==> config.mk <==
export PLATFORM = sky130hd
export DESIGN_NAME = uart_tx
export DESIGN_NICKNAME = d
export VERILOG_FILES = /design/src/rtl/uart_tx.sv
export SDC_FILE = /design/constraint.sdc
export NUM_CORES = 1
export LEC_CHECK = 0
export CAP_MARGIN = 40
export CORE_MARGIN = 5
export CORE_UTILIZATION = 46
export CTS_BUF_LIST = sky130_fd_sc_hd__clkbuf_16
export CTS_CLUSTER_DIAMETER = 30
export DETAILED_ROUTE_END_ITERATION = 16
export PLACE_DENSITY = 0.77
export SLEW_MARGIN = 20
export SYNTH_ARGS = -nofsm -noshare
export SYNTH_HDL_FRONTEND = slang
export SYNTH_SLANG_ARGS = --single-unit
==> constraint.sdc <==
create_clock -name CLK -period 2.6 [get_ports CLK]
set_input_delay 0.26 -clock CLK [delete_from_list [all_inputs] [get_ports CLK]]
set_output_delay 0.26 -clock CLK [all_outputs]
set_load 0.05 [all_outputs]
==> src/rtl/uart_tx.sv <==
`timescale 1ns/1ps
`default_nettype none
// ============================================================================
// Module   : uart_tx
// Purpose  : Byte-wide UART transmitter (8N1) with a small input FIFO.
//            Bytes written through data/wr_en are queued and shifted out on
//            Tx, LSB first, each bit held for DIV clock cycles. Frames are
//            sent back to back with no idle gap while the FIFO has data.
// Ports    : CLK      - system clock, rising-edge active
//            RST      - asynchronous active-high reset
//            data     - byte to enqueue
//            wr_en    - enqueue request (dropped when full)
//            full     - FIFO holds DEPTH bytes (registered)
//            busy     - frame in progress or FIFO non-empty
//            overflow - sticky, set when a write was dropped
//            Tx       - serial line, idle high (registered)
// Revision : 1.0 - initial release
// ============================================================================
module uart_tx #(
    parameter int unsigned DIV   = 2604,
    parameter int unsigned DEPTH = 4
) (
    input  logic       CLK,
    input  logic       RST,
    input  logic [7:0] data,
    input  logic       wr_en,
    output logic       full,
    output logic       busy,
    output logic       overflow,
    output logic       Tx
);

    localparam int unsigned    AW        = $clog2(DEPTH);
    localparam int unsigned    CW        = AW + 1;
    localparam logic [15:0]    DIV_LAST  = 16'(DIV - 1);
    localparam logic [CW-1:0]  DEPTH_CNT = CW'(DEPTH);

    typedef enum logic [1:0] {
        IDLE  = 2'd0,
        START = 2'd1,
        DATA  = 2'd2,
        STOP  = 2'd3
    } state_t;

    // FIFO storage and bookkeeping
    logic [7:0]    mem_q [DEPTH];
    logic [AW-1:0] wr_ptr_q;
    logic [AW-1:0] rd_ptr_q;
    logic [CW-1:0] count_q;
    logic [CW-1:0] count_d;
    logic          full_q;
    logic          overflow_q;

    // Transmit FSM
    state_t        state_q;
    state_t        state_d;
    logic [15:0]   div_cnt_q;
    logic [15:0]   div_cnt_d;
    logic [2:0]    bit_idx_q;
    logic [2:0]    bit_idx_d;
    logic [7:0]    shift_q;
    logic [7:0]    shift_d;
    logic          tx_q;
    logic          tx_d;

    logic          w_push;
    logic          w_pop;
    logic          w_fifo_empty;
    logic          w_div_wrap;
    logic [7:0]    w_head;

    // Fullness is judged on the registered (pre-edge) state, so a write that
    // coincides with a pop while full is still dropped.
    assign w_push       = wr_en & ~full_q;
    assign w_fifo_empty = (count_q == '0);
    assign w_head       = mem_q[rd_ptr_q];
    assign w_div_wrap   = (div_cnt_q == DIV_LAST);

    always_comb begin
        count_d = count_q;
        case ({w_push, w_pop})
            2'b10:   count_d = count_q + 1'b1;
            2'b01:   count_d = count_q - 1'b1;
            default: count_d = count_q;
        endcase
    end

    // Storage carries no reset; validity is tracked by the pointers/count.
    always_ff @(posedge CLK) begin
        if (w_push) begin
            mem_q[wr_ptr_q] <= data;
        end
    end

    always_ff @(posedge CLK or posedge RST) begin
        if (RST) begin
            wr_ptr_q   <= '0;
            rd_ptr_q   <= '0;
            count_q    <= '0;
            full_q     <= 1'b0;
            overflow_q <= 1'b0;
        end else begin
            // Pointer widths are log2(DEPTH), so increments wrap modulo DEPTH.
            if (w_push) begin
                wr_ptr_q <= wr_ptr_q + 1'b1;
            end
            if (w_pop) begin
                rd_ptr_q <= rd_ptr_q + 1'b1;
            end
            count_q <= count_d;
            full_q  <= (count_d == DEPTH_CNT);
            if (wr_en && full_q) begin
                overflow_q <= 1'b1;
            end
        end
    end

    always_comb begin
        state_d   = state_q;
        div_cnt_d = div_cnt_q;
        bit_idx_d = bit_idx_q;
        shift_d   = shift_q;
        tx_d      = tx_q;
        w_pop     = 1'b0;

        // Bit-period counter runs only while a frame is on the line and is
        // restarted from zero whenever a new frame begins.
        if (state_q != IDLE) begin
            div_cnt_d = w_div_wrap ? 16'd0 : div_cnt_q + 16'd1;
        end else begin
            div_cnt_d = 16'd0;
        end

        case (state_q)
            IDLE: begin
                tx_d = 1'b1;
                if (!w_fifo_empty) begin
                    w_pop   = 1'b1;
                    shift_d = w_head;
                    tx_d    = 1'b0;
                    state_d = START;
                end
            end
            START: begin
                if (w_div_wrap) begin
                    state_d   = DATA;
                    bit_idx_d = 3'd0;
                    tx_d      = shift_q[0];
                end
            end
            DATA: begin
                if (w_div_wrap) begin
                    if (bit_idx_q == 3'd7) begin
                        state_d = STOP;
                        tx_d    = 1'b1;
                    end else begin
                        bit_idx_d = bit_idx_q + 3'd1;
                        shift_d   = {1'b0, shift_q[7:1]};
                        tx_d      = shift_q[1];
                    end
                end
            end
            STOP: begin
                if (w_div_wrap) begin
                    if (!w_fifo_empty) begin
                        // Chain straight into the next frame with no idle gap.
                        w_pop   = 1'b1;
                        shift_d = w_head;
                        tx_d    = 1'b0;
                        state_d = START;
                    end else begin
                        tx_d    = 1'b1;
                        state_d = IDLE;
                    end
                end
            end
            default: begin
                state_d = IDLE;
                tx_d    = 1'b1;
            end
        endcase
    end

    always_ff @(posedge CLK or posedge RST) begin
        if (RST) begin
            state_q   <= IDLE;
            div_cnt_q <= 16'd0;
            bit_idx_q <= 3'd0;
            shift_q   <= 8'd0;
            tx_q      <= 1'b1;
        end else begin
            state_q   <= state_d;
            div_cnt_q <= div_cnt_d;
            bit_idx_q <= bit_idx_d;
            shift_q   <= shift_d;
            tx_q      <= tx_d;
        end
    end

    assign Tx       = tx_q;
    assign full     = full_q;
    assign overflow = overflow_q;
    assign busy     = (state_q != IDLE) || !w_fifo_empty;

endmodule
`default_nettype wire

== Word-level counts from Yosys, hierarchy flattened ==
Memories as Yosys holds them, arrays and structs flattened.
Cells that the tools add are included.
Widths: inputs -> output; s select.

* Register bits: 39
* RAM bits: 32
* Input bits: 11
* Output and inout bits: 4
* Logic and storage cells: 75
* Memories kept: 1

{| class="wikitable"
|+ Memory list
! name !! depth !! bits a word !! read ports !! clocked after Yosys merged registers in !! wr ports !! RTL line !! source
|-
| mem_q || 4 || 8 || 1 || 0 || 1 || 46 || <nowiki>logic [7:0] mem_q [DEPTH];</nowiki>
|}

* $add $sub $neg: 6
* Equality and inequality tests: 14
* Multiplexer cells: 30
* Bitwise logic cells: 2
* Reductions and logical operators: 12

{| class="wikitable"
|+ Operators by type and width
! operator !! number
|-
| $mux 16 || 2
|-
| $mux 8 || 4
|-
| $pmux 8 s3 || 1
|-
| $add 16x1->16 const B || 1
|-
| $eq 16x12->1 const B || 1
|-
| $ne 2x2->1 const B || 6
|-
| $pmux 3 s2 || 2
|-
| $mux 1 || 10
|-
| $mux 2 || 5
|-
| $mux 3 || 3
|-
| $pmux 2 s4 || 1
|-
| $reduce_and 4->1 || 2
|-
| $add 3x1->3 const B || 2
|-
| $eq 2x2->1 const B || 3
|-
| $eq 3x3->1 const B || 2
|-
| $reduce_and 5->1 || 1
|-
| $add 2x1->2 const B || 2
|-
| $eq 2x1->1 const B || 2
|-
| $pmux 1 s4 || 1
|-
| $reduce_bool 2->1 || 2
|-
| $logic_not 3->1 || 1
|-
| $reduce_and 3->1 || 1
|-
| $reduce_bool 3->1 || 1
|-
| $sub 3x1->3 const B || 1
|-
| other kinds (7) || 7
|}

== Logic depth before layout (Yosys ltp) ==
* Depth in word-level cells: 7
* Gate-level depth with buffers: 12
* Mapped depth without buffers: 12

== Worst setup path after synthesis ==
Ideal clock, no wire load.

* Kind: register to register
* From: register state_q[0]
* To: register full_q, in the netlist full
* Library setup time: 0.088 ns
* Arrival: 2.422 ns
* Required time: 2.512 ns
* Path slack: 0.090 ns
* Cell stages (with the launch flop): 12
* Buffers on the path: 0
* Period minus slack after synthesis: 2.510 ns
* Path through: dfrtp_1 > inv_1 > ha_1 > or2_2 > nor2_1 > ha_1 > inv_1 > fa_1 > xor2_1 > nor2_1 > xor2_1 > nor3b_1

* Longest elaborated chain between the ends: 5
* Elaborated cells between the ends (all ways): 7
* Those cells by class: eq/ne: 4; mux: 2; reduce/logical: 1

{| class="wikitable"
|+ Ends and longest elaborated chain
! what !! RTL line !! source
|-
| from (decl) || 55 || <nowiki>state_t state_q;</nowiki>
|-
| from (signal assigned) || 192 || <nowiki>state_q <= state_d;</nowiki>
|-
| $eq 2x2->1 or $logic_not 2->1 (tied branches) || 134 || <nowiki>case (state_q)</nowiki>
|-
| $pmux 1 s2 (*) || 134 ||
|-
| via w_pop || 67 || <nowiki>logic w_pop;</nowiki>
|-
| $eq 2x1->1 or $eq 2x2->1 (tied branches) || 81 || <nowiki>case ({w_push, w_pop})</nowiki>
|-
| $pmux 3 s2 (*) || 81 ||
|-
| via count_d[2] || 50 || <nowiki>logic [CW-1:0] count_d;</nowiki>
|-
| $eq 3x3->1 (*) || 111 || <nowiki>full_q <= (count_d == DEPTH_CNT);</nowiki>
|-
| to (signal assigned) || 111 ||
|-
| to (decl) || 51 || <nowiki>logic full_q;</nowiki>
|}

The timed path passes the listed nets; every way through them passes the cells marked *.
A chain may end at the register's enable or synchronous reset.

== Final worst setup path ==
* From: register div_cnt_q[7]
* To: register full_q, in the netlist full

* Longest elaborated chain between the ends: 6
* Elaborated cells between the ends (all ways): 7
* Those cells by class: eq/ne: 4; mux: 3

{| class="wikitable"
|+ Ends and longest elaborated chain
! what !! RTL line !! source
|-
| from (decl) || 57 || <nowiki>logic [15:0] div_cnt_q;</nowiki>
|-
| from (signal assigned) || 193 || <nowiki>div_cnt_q <= div_cnt_d;</nowiki>
|-
| $eq 16x12->1 (*) || 77 || <nowiki>assign w_div_wrap = (div_cnt_q == DIV_LAST);</nowiki>
|-
| $mux 1 (*) || 164 || <nowiki>if (w_div_wrap) begin</nowiki>
|-
| $pmux 1 s2 (*) || 134 ||
|-
| via w_pop || 67 ||
|-
| $eq 2x1->1 or $eq 2x2->1 (tied branches) || 81 ||
|-
| $pmux 3 s2 (*) || 81 ||
|-
| via count_d[2] || 50 ||
|-
| $eq 3x3->1 (*) || 111 ||
|}

Marks and branches as above.

==> results list <==
- Outcome: finished clean
- The number of slew-limit violations in the final report came to 0.
- Layout cells sized above 1: 24.3%
- In this run the remaining antenna-violating nets after routing total 0.
* Clock tree buffer depth: 2
- Antenna cell count: 0
- Summing the areas of all compound-gate instances in the mapped netlist gives about 4.2% of the synthesized area.
- The synthesized design contains 32 enable-type register cells.
* Met1 track demand over resource: a little under a fifth
- The tree is rooted in a clkbuf_16.
- Data arrival, critical path: around 2800 ps
- dfrtp_1 is the most common cell in the netlist.
* Mapped Area: 3500 um^2
- The number of antenna violations at the first check in global routing was 0.
* Final cell utilization of the core: 56.9%
- Smallest setup slack after layout: 81.3 ps
* Critical path data required time: about 2900 ps
- Number of ports placed on the die boundary: 15
- Multiplexer share of the synthesized area: 11.4%
* Hold WS: 362 ps
* Count of unresolved DRC violations after routing: 0
- After clock tree synthesis, the clock-pin slew on the worst setup and hold paths is 60 ps.
- At the end of routability-driven placement, the weighted congestion stood at 0.763.
- Via/cell ratio: 5.36
- Initial cell density of the core: a little under half
- Of all flip-flops after synthesis, the portion carrying an async set or reset was 54.9%.
- Number of buffers created by CTS: 9
* Std-Cell Rows: 31
- The most used flip-flop cell after synthesis is dfrtp_1.
- Tightest Pin Transition: 671 ps
* Post-route cell area: 4170 um^2
- Port-buffer cells: 14
- After the last flow step, the layout net total stands at 329.
- The final count of hold timing violations is 0.
- After detailed routing, the total wire length is 6450 um.
* Crit path time final: 2520 ps
- Synth Area in Simple Gates: between 10% and 20%
- Synth Instances: roughly 270
- Syn nets: 292
* Largest voltage drop on the vdd net: 0.000550 V
* Area of the die: 9460 um^2
* Cell with the most instances on the worst path: xor2_1
* Wire length of the first global-routing pass: 10700 um
- After routing, the total negative slack on setup checks comes to 0 ps.
* Growth of design area from synthesis to finish: 19.1%
- In this design, the stage delay of the slowest critical-path cell is ~440 ps.
- Largest net degree at the start of global routing: 40
- In the final layout, flip-flops and latches occupy 1940 um^2.
- After synthesis, the mean cell area works out to 13.1 um^2.
- Leading cell types by count after synthesis: dfrtp_1, edfxtp_1, nor2_1, inv_1, nand2_1
* GR Util met3: between 3 and 4%
- After synthesis, the largest area contributor takes up 27.4% of total cell area.
- The multi-input combinational cells in the finished layout cover a total of 1430 um^2.
- Leading post-synthesis cells by cell area: edfxtp_1, dfrtp_1, ha_1
- Instance area after placement: roughly 3800 um^2
- STA classifies the critical path endpoint as a flip-flop.
- Setup violations remaining at the end of the flow were counted as 0.
- Dominant combinational cell family by area after synthesis: simple AND/OR/NAND/NOR gates
* Worst hold-check path type: in2async
* Library cell occupying the most area in the post-synthesis netlist: edfxtp_1
- Of all nets on the critical path, the largest fanout is 4.
- The tool flagged a number of max-cap violations equal to 0.
* Post-synthesis cell type count: 52
* Overflow left after global routing: 0
- Yosys printed 0 warnings.
- From left edge to right edge, the die measures ~97 um.
* Share of the cycle needed by the critical path after routing: between 90% and 100%
- Master of the slowest instance on the critical path: dfrtp_2
* Routed vias: around 2200
- Routed len/inst: 15.8 um
* Clock tree from TritonCTS: done
* Worst rel slew slack: 55.2%
- After legalization and detailed placement, the total HPWL measured 4190 um.
- Setup repair after global routing missed its margin: yes
- Timing analysis after detailed placement gives a worst setup slack of -7.56 ps.
- Clock insertion delay at the later pin of the skew report: between 300 and 400 ps
- For this block, the initial DRC count from the detailed router was 139.
- The via count of the first global-routing pass was about 2200.
- Critical Path Source Type: flip-flop
* Seq cells post-synth: 71
- Vertical extent of the die: 97.2 um
- Category of the critical setup timing path: reg2reg
- Pleak: 1.70 nW
- Total routing resource utilization after global routing: 14.1%
- Number of sinks driven by the clock tree: just over 70
- Pwr dens: 1130 nW/um^2
- Synthesized-area fraction occupied by adder cells: 5.22%
* Highest attainable clock frequency: 0.397 GHz
* Busiest metal layer after global routing: met2
- The critical path goes through nor4_4, and4_4, a21oi_2, nor2_2, ha_2, inv_2, fa_2, xor2_1, nor2_1, xor2_1, nor3b_2.
- After floorplanning, the core was sized to cover 7330 um^2.
- For met2 alone, demand over resource in global routing was a little under a quarter.
* Filler cell count: around 570
- After Yosys synthesis, XOR and XNOR cells account for 4.25% of the synthesized area.
- Across the routed clock network, the largest skew measured is 7.13 ps.
- First-pass iteration count of the detailed router: 4
- Seq/Total Area, Yosys: between 50% and 60%
- In this run the number of H-tree levels came out at 3.
[routing by layer]
metal | up-vias | wire, um
met3 | 5 | 213
met5 | - | 0
met2 | 36 | 3360
met4 | 0 | 47
li1 | 1054 | -
met1 | 1093 | 2830
[final cells by class]
cell class / instances / share of cell area, %
Sequential cell: 71 / 46.5
Inverter: 17 / 1.53
Clock inverter: 7 / 1.71
Clock buffer: 9 / 5.40
Tap cell: 99 / 2.97
Multi-Input combinational cell: 168 / 34.4
Timing Repair Buffer: 37 / 7.50
[power by group]
| part | internal [W] | leakage (nW) | switching, W | total, W |
|---|---|---|---|---|
| clock network | 0.000743 | 0.150 | 0.000459 | 0.00120 |
| logic | 0.000928 | 0.769 | 0.000902 | 0.00183 |
| registers | 0.00148 | 0.778 | 0.000207 | 0.00169 |
[worst paths after layout]
check | startpoint | to | slack [ps] | depth (start not counted)
max | div_cnt_q[7] | full | 80 | 11
min | RST | wr_ptr_q[1] | 360 | 3
max reg2reg | div_cnt_q[7] | full | 80 | 11
min reg2reg | overflow | overflow | 470 | 1
max in group asynchronous | RST | div_cnt_q[7] | 1860 | 3
min in group CLK | overflow | overflow | 470 | 1
[logic make-up after synthesis]
logic type,Yosys count
adders and majority gates,14
buffers and inverters,28
DFF,71
AOI/OAI and AO/OA,19
and+or+nand+nor,93
muxes,25
xor gates and xnor gates,17
[worst max-delay path, delay by kind of cell (launching register included)]
kind | cells | cell delay (ps)
fa+ha+maj | 2 | 520
simple gates | 5 | 1050
xor+xnor | 2 | 340
flops | 1 | 440
buf+inv | 1 | 40
compound gates | 1 | 60
[through the flow]
step / instances / power, W
floorplan: 267 / 0.00300
global placement: 386 / 0.00334
detailed placement: 386 / 0.00341
CTS: 403 / 0.00465
global route: 408 / 0.00501
finish: 408 / 0.00472
[layout by cell type (no fill, tap or decap), types with 11 or more instances in the layout]
cell / n
dfrtp_1: 37
edfxtp_1: 32
buf_4: 23
nor2_1: 19
inv_1: 16
nand2_1: 14
clkdlybuf4s50_1: 14
mux2_2: 13
nand3_1: 12
ha_1: 12
xnor2_1: 11
[registers in the layout, indices dropped and copies added (netlist names)]
signal / count
full: 1
shift_q: 8
wr_ptr_q: 2
state_q: 2
bit_idx_q: 3
rd_ptr_q: 2
count_q: 3
div_cnt_q: 16
overflow: 1
Tx: 1
mem_q: 32
[repair_timing]
action	4_1_cts	5_1_grt
hold buffers	0	0
endpoints found under the setup margin	1	2
resized for setup	0	11
hold endpoints to repair	0	0
buffers inserted	1	5
pin swaps	0	5
Power figures use the tool's default switching activity.
